--- config.mk ---
export PLATFORM = sky130hd
export DESIGN_NAME = uart_tx_cfg
export DESIGN_NICKNAME = d
export VERILOG_FILES = /design/src/rtl/uart_tx_cfg.sv
export SDC_FILE = /design/constraint.sdc
export NUM_CORES = 1
export LEC_CHECK = 0
export ABC_AREA = 1
export CAP_MARGIN = 20
export CORE_UTILIZATION = 59
export DETAILED_ROUTE_END_ITERATION = 6
export PLACE_DENSITY = 0.87
export SYNTH_ARGS = -nofsm -noshare
export SYNTH_HDL_FRONTEND = slang
export SYNTH_SLANG_ARGS = --single-unit
--- constraint.sdc ---
create_clock -name clk -period 3.05 [get_ports clk]
set_input_delay 0.4575 -clock clk [delete_from_list [all_inputs] [get_ports clk]]
set_output_delay 0.4575 -clock clk [all_outputs]
set_load 0.005 [all_outputs]
--- src/rtl/uart_tx_cfg.sv ---
// uart_tx_cfg: configurable UART transmitter.
// Sends one DATA_BITS-wide word per accepted request, LSB first. The frame has
// an optional parity bit (even, odd or mark) and 1 or 2 stop bits. Every bit
// lasts exactly CLKS_PER_BIT clock cycles.
// Optional feature: define UART_TX_BREAK_EN to add the break_req input and the
// line-break states BREAK and MAB (mark-after-break).
module uart_tx_cfg #(
  parameter int CLKS_PER_BIT = 87,
  parameter int DATA_BITS    = 8,
  parameter int STOP_BITS    = 1
) (
  input  logic                 clk,
  input  logic                 rst,
  input  logic                 data_ready,
  input  logic [DATA_BITS-1:0] byte_trans,
  input  logic [1:0]           parity_mode,
  output logic                 tx_ready,
  output logic                 trans_active,
  output logic                 data_out,
  output logic                 done_sig
`ifdef UART_TX_BREAK_EN
  ,
  input  logic                 break_req
`endif
);

  localparam int CW = $clog2(CLKS_PER_BIT);
  localparam int BW = $clog2(DATA_BITS);
  localparam logic [CW-1:0] CNT_LAST  = CW'(CLKS_PER_BIT - 1);
  localparam logic [BW-1:0] BIT_LAST  = BW'(DATA_BITS - 1);
  localparam logic          STOP_LAST = (STOP_BITS == 2);

  typedef enum logic [2:0] {
    S_IDLE,
    S_START,
    S_DATA,
    S_PARITY,
    S_STOP
`ifdef UART_TX_BREAK_EN
    ,
    S_BREAK,
    S_MAB
`endif
  } state_t;

  state_t               state_q, state_d;
  logic [CW-1:0]        cnt_q, cnt_d;
  logic [BW-1:0]        bit_q, bit_d;
  logic                 stop_q, stop_d;
  logic [DATA_BITS-1:0] data_q, data_d;
  logic                 par_q, par_d;
  logic                 par_en_q, par_en_d;
  logic                 tx_q, tx_d;
  logic                 done_q, done_d;
  logic                 brk_w;
  logic                 par_calc;
  logic                 cnt_last;

`ifdef UART_TX_BREAK_EN
  assign brk_w = break_req;
`else
  assign brk_w = 1'b0;
`endif

  assign cnt_last = (cnt_q == CNT_LAST);

  // Parity of the incoming word, resolved at accept time so the shifting data
  // register does not need to be re-examined later.
  always_comb begin
    par_calc = 1'b0;
    case (parity_mode)
      2'b01:   par_calc = ^byte_trans;
      2'b10:   par_calc = ~(^byte_trans);
      2'b11:   par_calc = 1'b1;
      default: par_calc = 1'b0;
    endcase
  end

  // Handshake and activity flags are decoded straight from the state register.
  always_comb begin
    tx_ready     = (state_q == S_IDLE) && !rst && !brk_w;
    trans_active = (state_q != S_IDLE) && !rst;
`ifdef UART_TX_BREAK_EN
    if (state_q == S_MAB) trans_active = 1'b0;
`endif
  end

  // Next-state logic; tx_d is the line level for the cycle after the edge, so
  // data_out is registered yet lines up exactly with the state it belongs to.
  always_comb begin
    state_d  = state_q;
    cnt_d    = cnt_q;
    bit_d    = bit_q;
    stop_d   = stop_q;
    data_d   = data_q;
    par_d    = par_q;
    par_en_d = par_en_q;
    tx_d     = 1'b1;
    done_d   = 1'b0;
    case (state_q)
      S_IDLE: begin
        tx_d = 1'b1;
        if (brk_w) begin
`ifdef UART_TX_BREAK_EN
          state_d = S_BREAK;
          tx_d    = 1'b0;
`endif
        end else if (data_ready) begin
          data_d   = byte_trans;
          par_d    = par_calc;
          par_en_d = (parity_mode != 2'b00);
          cnt_d    = '0;
          bit_d    = '0;
          state_d  = S_START;
          tx_d     = 1'b0;
        end
      end
      S_START: begin
        tx_d = 1'b0;
        if (cnt_last) begin
          cnt_d   = '0;
          bit_d   = '0;
          state_d = S_DATA;
          tx_d    = data_q[0];
        end else begin
          cnt_d = cnt_q + CW'(1);
        end
      end
      S_DATA: begin
        tx_d = data_q[0];
        if (cnt_last) begin
          cnt_d = '0;
          if (bit_q == BIT_LAST) begin
            bit_d = '0;
            if (par_en_q) begin
              state_d = S_PARITY;
              tx_d    = par_q;
            end else begin
              state_d = S_STOP;
              stop_d  = 1'b0;
              tx_d    = 1'b1;
            end
          end else begin
            bit_d  = bit_q + BW'(1);
            data_d = data_q >> 1;
            tx_d   = data_q[1];
          end
        end else begin
          cnt_d = cnt_q + CW'(1);
        end
      end
      S_PARITY: begin
        tx_d = par_q;
        if (cnt_last) begin
          cnt_d   = '0;
          stop_d  = 1'b0;
          state_d = S_STOP;
          tx_d    = 1'b1;
        end else begin
          cnt_d = cnt_q + CW'(1);
        end
      end
      S_STOP: begin
        tx_d = 1'b1;
        if (cnt_last) begin
          cnt_d = '0;
          if (stop_q == STOP_LAST) begin
            state_d = S_IDLE;
            done_d  = 1'b1;
          end else begin
            stop_d = stop_q + 1'b1;
          end
        end else begin
          cnt_d = cnt_q + CW'(1);
        end
      end
`ifdef UART_TX_BREAK_EN
      S_BREAK: begin
        tx_d = 1'b0;
        if (!brk_w) begin
          cnt_d   = '0;
          state_d = S_MAB;
          tx_d    = 1'b1;
        end
      end
      S_MAB: begin
        tx_d = 1'b1;
        if (cnt_last) begin
          cnt_d   = '0;
          state_d = S_IDLE;
        end else begin
          cnt_d = cnt_q + CW'(1);
        end
      end
`endif
      default: begin
        state_d = S_IDLE;
        tx_d    = 1'b1;
      end
    endcase
  end

  // State and output registers; reset aborts any frame and idles the line.
  always_ff @(posedge clk) begin
    if (rst) begin
      state_q  <= S_IDLE;
      cnt_q    <= '0;
      bit_q    <= '0;
      stop_q   <= 1'b0;
      data_q   <= '0;
      par_q    <= 1'b0;
      par_en_q <= 1'b0;
      tx_q     <= 1'b1;
      done_q   <= 1'b0;
    end else begin
      state_q  <= state_d;
      cnt_q    <= cnt_d;
      bit_q    <= bit_d;
      stop_q   <= stop_d;
      data_q   <= data_d;
      par_q    <= par_d;
      par_en_q <= par_en_d;
      tx_q     <= tx_d;
      done_q   <= done_d;
    end
  end

  assign data_out = tx_q;
  assign done_sig = done_q;

endmodule

==> impl_metrics.tcl <==
set metrics [dict create \
    cp-start-kind "input port" \
    seq_area_frac_synth_pct 33.56 \
    path_clk_slew_ns 0.14 \
    yosysWarnings 0 \
    avgRoutedWirePerCell_um 10.47 \
    nFillCells 202 \
    syn_inst 243 \
    path_max_fanout 9 \
    track_usage_pct 25.70 \
    regToRegEndpoint "data_q[3]$_SDFFE_PP0P_" \
    die_area_um2 2733 \
    ys_top_cells_by_area "dfxtp_1, nand2_1, o21ai_0" \
    r2r_cells 8 \
    ff2ff_setup_slack_ns 1.40 \
    vias_per_cell 5.069 \
    drv_cap 0 \
    die_y_um 52.28 \
    finalNetCount 279 \
    p_sw_share_pct 48.58 \
    yosysTopAreaCell "dfxtp_1" \
    p_total_uw 1527 \
    worstHoldStart "par_q$_SDFFE_PP0P_" \
    clock_skew_ns 0.01355 \
    min_path_cells 2 \
    final_common_cell "nand2_1" \
    grt_pass1_vias 1258 \
    clkLatencyLatePin_ns 0.32 \
    drc 0 \
    ys_seq_elements 25 \
    setup-tns-final_ns 0 \
    postRouteAntennaNets 0 \
    min_path_type "register to register" \
    grt_max_degree 20 \
    avgSynthCellArea_um2 6.138 \
    port_buffers 16 \
    final_cell_mix "nand2_1, nor2_1, o21ai_0" \
    fin_crit_sh_pct 71.28 \
    status "finished, final reports clean" \
    pwr-share-seq_pct 34.0 \
    die-width_um 52.28 \
    drtIter0Drc 50 \
    slew_headroom_pct 63.90 \
    diodes 0 \
    ctsHoldBuffers 0 \
    cts_tree "done" \
    grt_pass1_wl_um 5175 \
    post-cts-setup-buffer-count 0 \
    antenna_found_initial 0 \
    max_freq_mhz 459.9 \
    worstMarginPinSlew_ns 0.5409 \
    clk_path_buf_depth 2 \
    vias 1460 \
    root_buffer "clkbuf_4" \
    worstPathRequired_ns 2.59 \
    grt_overflow 0 \
    hold_slack_ns 0.4859 \
    synth_area_um2 1491 \
    ctsResizeCount 0 \
    drive_gt1_share_pct 4.615 \
    p_int_uw 785.4 \
    area_growth_pct 14.01 \
    rows 17 \
    synth.distinct_cells 23 \
    io_pins 17 \
    min_delay_worst_endpoint "par_q$_SDFFE_PP0P_" \
    htreeDepth 1 \
    p_leak_uw 0.0008047 \
    grt_setup_unrepaired "false" \
    pwr-share-clk_pct 9.8 \
    slew_violations 0 \
    worst_r2r_startpoint "cnt_q[1]$_SDFFE_PP0P_" \
    synth_top_area_share_pct 33.56 \
    drt_first_pass_iters 4 \
    gp_congestion 0.8116 \
    numCtsBuffers 3 \
    power_density_nw_per_um2 898.3 \
    endpoint_kind "primary output" \
    worst_ir_drop_vdd_v 0.0008003 \
    final_hold_viol_count 0 \
    crit_type "input port to primary output" \
    min_period_ns 2.174 \
    hpwl_um 2304 \
    start_util_pct 64.92 \
    wl_um 3015 \
    power.net_switching_uw 742.0 \
    crit_arrival_ns 1.72 \
    syn_nets 261 \
    combinationalPowerShare_pct 56.2 \
    cts.sinks 25 \
    core_um2 2297 \
    setup_viol 0 \
]
worst max-delay path by stage:
stage / from / to / slack, ns
6_report: rst / trans_active / 0.88
3_3_place_gp: rst / tx_ready / 0.91
4_1_cts: rst / tx_ready / 0.88
2_1_floorplan: bit_q[0]$_SDFFE_PP0P_ / data_q[2]$_SDFFE_PP0P_ / 1.64
5_1_grt: state_q[2]$_SDFFE_PP0P_ / trans_active / 0.81
3_5_place_dp: rst / tx_ready / 0.89
cells by family after synthesis:
logic type / Yosys count / share of synthesized area, %
simple gates: 131 / 36.49
compound gates: 45 / 15.69
buf+inv: 35 / 8.892
flops: 25 / 33.56
fa+ha+maj: 5 / 4.195
xor+xnor: 2 / 1.175
power groups by stage:
stage                     combinational, µW  clock [µW]  sequential [µW]
final                                   859         149              519
after global routing                    986         169              535
after CTS                               848         156              519
after detailed placement                847           0              527
after global placement                  836           0              525
after floorplan                         660           0              508
stage by stage:
stage	cells	utilization, %	setup slack [ns]	cell area [µm²]
3_5_place_dp	284	72.88	0.8860	1674
3_3_place_gp	284	72.88	0.9051	1674
4_1_cts	288	74.02	0.8836	1700
5_1_grt	288	74.02	0.8054	1700
2_1_floorplan	243	-	1.636	1491
6_report	288	74.02	0.8758	1700
layout make-up:
class | instances | area (µm²) | share of cell area [%]
clock buffer | 4 | 26.28 | 1.545
inverter | 32 | 120.1 | 7.064
multi-input combinational | 183 | 858.3 | 50.48
sequential | 25 | 500.5 | 29.43
tap | 28 | 35.03 | 2.060
timing repair buffer | 16 | 160.2 | 9.419
sequential cells by signal (all words and copies together) (netlist names):
signal    cells
bit_q         3
cnt_q         7
data_out      1
data_q        8
done_sig      1
par_en_q      1
par_q         1
state_q       3
routing by layer:
metal,share of wire [%],wire [µm],vias to the layer above,global-route usage [%]
li1,-,-,801,-
met1,52,1570,627,33.51
met2,44,1313,30,43.38
met3,4.0,121,2,6.087
met4,0.33,10,0,4.386
met5,0,0,-,0
Yosys cell counts (all sizes together):
cell and instances:
nor3 3, a31oi 2, buf 1, dfxtp 25, o21a 1, a21oi 9
nand3 9, a2bb2oi 1, ha 5, nor2 39, nand2 78, xor2 1
xnor2 1, inv 32, clkbuf 2, o21ai 32, and3 2
critical path, stage by stage:
cell and delay [ns]:
clkdlybuf4s50_1 0.59, nor2_1 0.17, clkdlybuf4s50_1 0.50
Note: power is estimated with default switching activity, not from simulation.
